File: config.mk
export PLATFORM = sky130hd
export DESIGN_NAME = bt656_sync_encoder
export DESIGN_NICKNAME = d
export VERILOG_FILES = /design/src/rtl/bt656_sync_encoder.sv
export SDC_FILE = /design/constraint.sdc
export NUM_CORES = 1
export LEC_CHECK = 0
export ABC_AREA = 1
export CAP_MARGIN = 20
export CORE_ASPECT_RATIO = 0.7
export CORE_UTILIZATION = 46
export CTS_CLUSTER_SIZE = 40
export DETAILED_ROUTE_END_ITERATION = 12
export GPL_ROUTABILITY_DRIVEN = 0
export PLACE_DENSITY_LB_ADDON = 0.3
export SLEW_MARGIN = 10
export SYNTH_ARGS = -nofsm -noshare
export SYNTH_HDL_FRONTEND = slang
export SYNTH_SLANG_ARGS = --single-unit
export TNS_END_PERCENT = 50
File: constraint.sdc
create_clock -name clk -period 3.1 [get_ports clk]
set_input_delay 0.465 -clock clk [delete_from_list [all_inputs] [get_ports clk]]
set_output_delay 0.465 -clock clk [all_outputs]
set_load 0.005 [all_outputs]
File: src/rtl/bt656_sync_encoder.sv
// BT.656 transmit encoder: 625-line 4:2:2 line/field timing generator that
// emits EAV/SAV timing codes, horizontal/vertical blanking words and clipped
// active-video words pulled from an upstream source over valid/ready.
//
// Handshake: pix_ready depends only on the line/word counters. A word is
// transferred on a rising clk edge where pix_valid && pix_ready; that word
// appears on bt656 one cycle later. The encoder never stalls; a missing word
// is replaced by a blanking word and flags underflow (sticky until reset).
module bt656_sync_encoder #(
    parameter int ACTIVE_WORDS = 1440,
    parameter int BLANK_WORDS  = 280,
    parameter int LINES        = 625,
    parameter int F1_FIRST     = 313,
    parameter int VACT0_FIRST  = 23,
    parameter int VACT0_LAST   = 310,
    parameter int VACT1_FIRST  = 336,
    parameter int VACT1_LAST   = 623
) (
    input  logic       clk,
    input  logic       reset_n,
    input  logic [7:0] pix_data,
    input  logic       pix_valid,
    output logic       pix_ready,
    output logic [9:0] bt656,
    output logic       H,
    output logic       V,
    output logic       F,
    output logic       frame_start,
    output logic       underflow
);

    localparam int LINE_WORDS = 8 + BLANK_WORDS + ACTIVE_WORDS;
    localparam int WCW        = $clog2(LINE_WORDS);
    localparam int LNW        = $clog2(LINES + 1);

    localparam logic [WCW-1:0] LAST_WORD   = WCW'(LINE_WORDS - 1);
    localparam logic [WCW-1:0] BLANK_START = WCW'(4);
    localparam logic [WCW-1:0] SAV_START   = WCW'(BLANK_WORDS + 4);
    localparam logic [WCW-1:0] ACT_START   = WCW'(BLANK_WORDS + 8);

    localparam logic [LNW-1:0] FIRST_LINE  = LNW'(1);
    localparam logic [LNW-1:0] LAST_LINE   = LNW'(LINES);
    localparam logic [LNW-1:0] F1_LINE     = LNW'(F1_FIRST);
    localparam logic [LNW-1:0] V0_FIRST    = LNW'(VACT0_FIRST);
    localparam logic [LNW-1:0] V0_LAST     = LNW'(VACT0_LAST);
    localparam logic [LNW-1:0] V1_FIRST    = LNW'(VACT1_FIRST);
    localparam logic [LNW-1:0] V1_LAST     = LNW'(VACT1_LAST);

    logic [WCW-1:0] word_cnt;
    logic [LNW-1:0] line;

    logic       line_f;
    logic       line_v;
    logic       h_now;
    logic       in_eav;
    logic       in_sav;
    logic       in_act;
    logic [1:0] code_pos;
    logic       blank_odd;
    logic [7:0] blank_word;
    logic [7:0] clip_data;
    logic [7:0] xy;
    logic [7:0] next_word;

    // Word and line counters; line advances when the word counter wraps.
    always_ff @(posedge clk or negedge reset_n) begin
        if (!reset_n) begin
            word_cnt <= '0;
            line     <= FIRST_LINE;
        end else if (word_cnt == LAST_WORD) begin
            word_cnt <= '0;
            line     <= (line == LAST_LINE) ? FIRST_LINE : line + 1'b1;
        end else begin
            word_cnt <= word_cnt + 1'b1;
        end
    end

    // Decode the current counter position into flags and the word to emit.
    always_comb begin
        line_f     = (line >= F1_LINE);
        line_v     = !(((line >= V0_FIRST) && (line <= V0_LAST)) ||
                       ((line >= V1_FIRST) && (line <= V1_LAST)));
        in_eav     = (word_cnt < BLANK_START);
        in_sav     = (word_cnt >= SAV_START) && (word_cnt < ACT_START);
        in_act     = (word_cnt >= ACT_START);
        h_now      = (word_cnt < SAV_START);
        // Offset within the 4-word code, and parity of the offset from the
        // end of the preceding code (blanking alternates 80/10 from there).
        code_pos   = 2'(in_sav ? word_cnt - SAV_START : word_cnt);
        blank_odd  = 1'(in_act ? word_cnt - ACT_START : word_cnt - BLANK_START);
        blank_word = blank_odd ? 8'h10 : 8'h80;
        pix_ready  = in_act && !line_v;
        xy         = {1'b1, line_f, line_v, h_now,
                      line_v ^ h_now, line_f ^ h_now, line_f ^ line_v,
                      line_f ^ line_v ^ h_now};
        // 00 and FF are reserved for timing codes and must not leak from video.
        clip_data  = pix_data;
        if (pix_data == 8'h00) clip_data = 8'h01;
        if (pix_data == 8'hFF) clip_data = 8'hFE;
        next_word  = blank_word;
        if (in_eav || in_sav) begin
            case (code_pos)
                2'd0:    next_word = 8'hFF;
                2'd3:    next_word = xy;
                default: next_word = 8'h00;
            endcase
        end else if (pix_ready && pix_valid) begin
            next_word = clip_data;
        end
    end

    // Output register: word, timing flags, frame pulse and sticky underflow.
    always_ff @(posedge clk or negedge reset_n) begin
        if (!reset_n) begin
            bt656       <= 10'h200;
            H           <= 1'b1;
            V           <= 1'b1;
            F           <= 1'b1;
            frame_start <= 1'b0;
            underflow   <= 1'b0;
        end else begin
            bt656       <= {next_word, 2'b00};
            H           <= h_now;
            V           <= line_v;
            F           <= line_f;
            frame_start <= (word_cnt == '0) && (line == FIRST_LINE);
            if (pix_ready && !pix_valid) underflow <= 1'b1;
        end
    end

endmodule

==> flow_metrics.py <==
metrics = {
    "synth": {
        "syn_area_um2": 2030,
        "synthAdderAreaFrac": 0.0371,
        "syn_avg_cell_area_um2": 7.64,
        "synth_commonest_cells": "nand2_1, inv_1, dfrtp_1, nor2_1, nand3_1",
        "synth_compound_area_frac": 0.106,
        "yosysWarnings": 0,
        "synth-main-ff-cell": "dfrtp_1",
        "synth_area_leaders": "dfrtp_1, nand2_1, inv_1, dfstp_2, nor2_1",
        "ys_ff_latch": 34,
        "yosysTopAreaCell": "dfrtp_1",
        "synth_edf_count": 0,
        "synth_xor_area_frac": 0.00865,
        "synthArstFlopShare": 1.00,
        "synth_mux_area_frac": 0,
        "syn_inst": 265,
        "ys_seq_area_frac": 0.423,
        "synth_top_family_by_area": "simple AND/OR/NAND/NOR gates",
        "yosys.area_share.simple": 0.330,
        "yosys.cell_count.top_type": "nand2_1",
        "yosys.area.top_type_share": 0.358,
        "ys_types": 33,
    },
    "cts": {
        "clk_path_buf_depth": 2,
        "cts_resized": 0,
        "clk_pin_slew_ns": 0.07,
        "cts_made_buffers": 5,
        "post_cts_buffers": 0,
        "htreeDepth": 2,
        "cts_tree": "done",
        "hold_buffers": 0,
        "insertion_delay_ns": 0.29,
        "clock-sinks": 34,
        "clockRootBuffer": "clkbuf_8",
    },
    "critical_path": {
        "worstPathCellList": "nor2_1 -> nand2_1 -> nor2_1 -> nand3_1 -> nand2_1 -> nand2_2 -> nand2_2 -> nand2_1 -> inv_1 -> clkdlybuf4s50_1",
        "cpMaxStageDelayCell": "clkdlybuf4s50_1",
        "critical_path.startpoint": "line[6]",
        "reg2reg_from": "line[1]",
        "worstPathRequired_ns": 2.63,
        "crit_type": "reg2out",
        "worstPathArrival_ns": 2.19,
        "cp_common_cell": "nand2_1",
        "cp-start-kind": "flop",
        "cp-end-kind": "primary output",
        "cp_max_fo": 5,
        "crit_path_max_incr_delay_ns": 0.49,
    },
    "global_route": {
        "grt-ovfl-total": 0,
        "track_usage": 0.210,
        "antenna_found_initial": 0,
        "grt_pass1_wl_um": 7280,
        "grt_max_degree": 35,
        "grt_pass1_vias": 1638,
    },
    "floorplan": {
        "core_um2": 4070,
        "boundaryPins": 27,
        "die_area_um2": 4680,
        "die_y_um": 57.5,
        "die_w_um": 81.3,
        "rows": 19,
        "initial_core_util": 0.498,
    },
    "sta": {
        "fin_ws_ns": 0.441,
        "grt_setup_unrepaired": "false",
        "fin_crit_sh": 0.858,
        "setup_viol": 0,
        "hold_viol_final": 0,
        "fin_crit_ns": 2.66,
        "finalClockSkew_ns": 0.00467,
        "slew_headroom": 0.508,
        "finalSetupTns_ns": 0,
        "whs_ns": 0.473,
        "tightest_slew_ns": 0.733,
        "fmax_mhz": 376,
        "slew_violations": 0,
    },
    "routing": {
        "wirelength_um": 4360,
        "ant_nets": 0,
        "via_count": 1791,
        "drc_errors": 0,
        "drt_iter0_markers": 142,
        "wl_per_cell_um": 12.5,
        "drt_pass1_iterations": 5,
        "detail_route.vias_per_cell": 5.13,
    },
    "place": {
        "hpwl_um": 3330,
        "portBuffers": 24,
        "preCtsSetupSlack_ns": 0.755,
    },
    "outcome": {
        "status": "complete, no violations",
    },
    "cells_and_area": {
        "nNetsFinal": 313,
        "diodes": 0,
        "drive_gt1_frac": 0.118,
        "area_growth_syn_to_layout_pct": 19.4,
        "fillers": 357,
    },
    "flow_run": {
        "drv_cap": 0,
    },
    "hold_path": {
        "worstHoldStart": "word_cnt[0]",
        "hold_class": "reg2reg",
    },
    "power": {
        "ir_drop_v": 0.000232,
        "powerDensity_nw_per_um2": 337,
        "leakage_uw": 0.00118,
    },
}
[layer usage]
layer / GRT usage / vias up / part of all wire / wire length (µm)
met2: 0.285 / 51 / 0.41 / 1810
met3: 0.0576 / 3 / 0.061 / 265
li1: - / 918 / - / -
met5: 0 / - / 0 / 0
met1: 0.314 / 819 / 0.52 / 2250
met4: 0.0816 / 0 / 0.0092 / 40
[layout by cell type (no fill, tap or decap), types with 3 or more instances in the layout]
| master | synthesis | routed |
|---|---|---|
| nor3_1 | 11 | 11 |
| o21ai_0 | 17 | 17 |
| inv_1 | 41 | 41 |
| dfrtp_1 | 29 | 29 |
| clkdlybuf4s50_1 | 0 | 24 |
| nand4_1 | 4 | 4 |
| a21oi_1 | 8 | 8 |
| nand2_1 | 54 | 54 |
| nand2_2 | 4 | 4 |
| inv_2 | 5 | 5 |
| nand3_1 | 20 | 20 |
| ha_1 | 6 | 6 |
| nor2_4 | 3 | 3 |
| dfstp_2 | 5 | 5 |
| o21ai_1 | 4 | 4 |
| nor2_1 | 29 | 29 |
| clkbuf_8 | 0 | 6 |
[sequential cells by signal, indices dropped and copies added (netlist names)]
name / flops
frame_start: 1
word_cnt: 11
bt656: 8
H: 1
line: 10
V: 1
underflow: 1
F: 1
[power breakdown]
part           total, µW  switching [µW]  leakage (µW)  internal (µW)
logic               30.3            15.6      0.000689           14.7
clock network        339             160     0.0000482            179
registers            445           0.246      0.000441            445
total                814             176       0.00118            638
[final timing paths]
path                            slack, ns          end  cells after the start
worst max register to register       0.88      line[7]                      9
worst min register to register       0.47  word_cnt[0]                      1
min in group asynchronous            0.57      line[6]                      2
worst max-delay path                 0.44    pix_ready                     10
max in group asynchronous            2.17      line[0]                      2
worst min-delay path                 0.47  word_cnt[0]                      1
[worst max-delay path, delay by kind of cell (launching register included)]
family                 cells  cell delay (ns)
and+or+nand+nor            8             0.91
buffers and inverters      2             0.56
DFF                        1             0.43
[final cells by class]
cell class                 count  area [µm²]  share of cell area
multi-input combinational    184         985               0.407
sequential                    34         857               0.354
timing repair buffer          25         248               0.102
inverter                      46         173              0.0714
clock buffer                   7        86.3              0.0357
tap                           52        65.1              0.0269
clock inverter                 1        5.00             0.00207
[stage by stage]
| step | cells | total power (µW) | area, µm² | util |
|---|---|---|---|---|
| global route | 349 | 844 | 2420 | 0.595 |
| global placement | 341 | 483 | 2330 | 0.572 |
| detailed placement | 341 | 483 | 2330 | 0.572 |
| finish | 349 | 814 | 2420 | 0.595 |
| CTS | 349 | 822 | 2420 | 0.595 |
| floorplan | 266 | 458 | 2030 | - |
[cells by family (layout without fill, tap and decap cells)]
kind of cell | after synthesis | count (layout)
AND/OR/NAND/NOR | 136 | 136
buffers and inverters | 48 | 79
AO/OA/AOI/OAI | 38 | 38
flip-flops | 34 | 34
adder cells (fa/ha/maj) | 6 | 6
XOR/XNOR | 2 | 2
other | 1 | 2
Power figures use the tool's default switching activity.
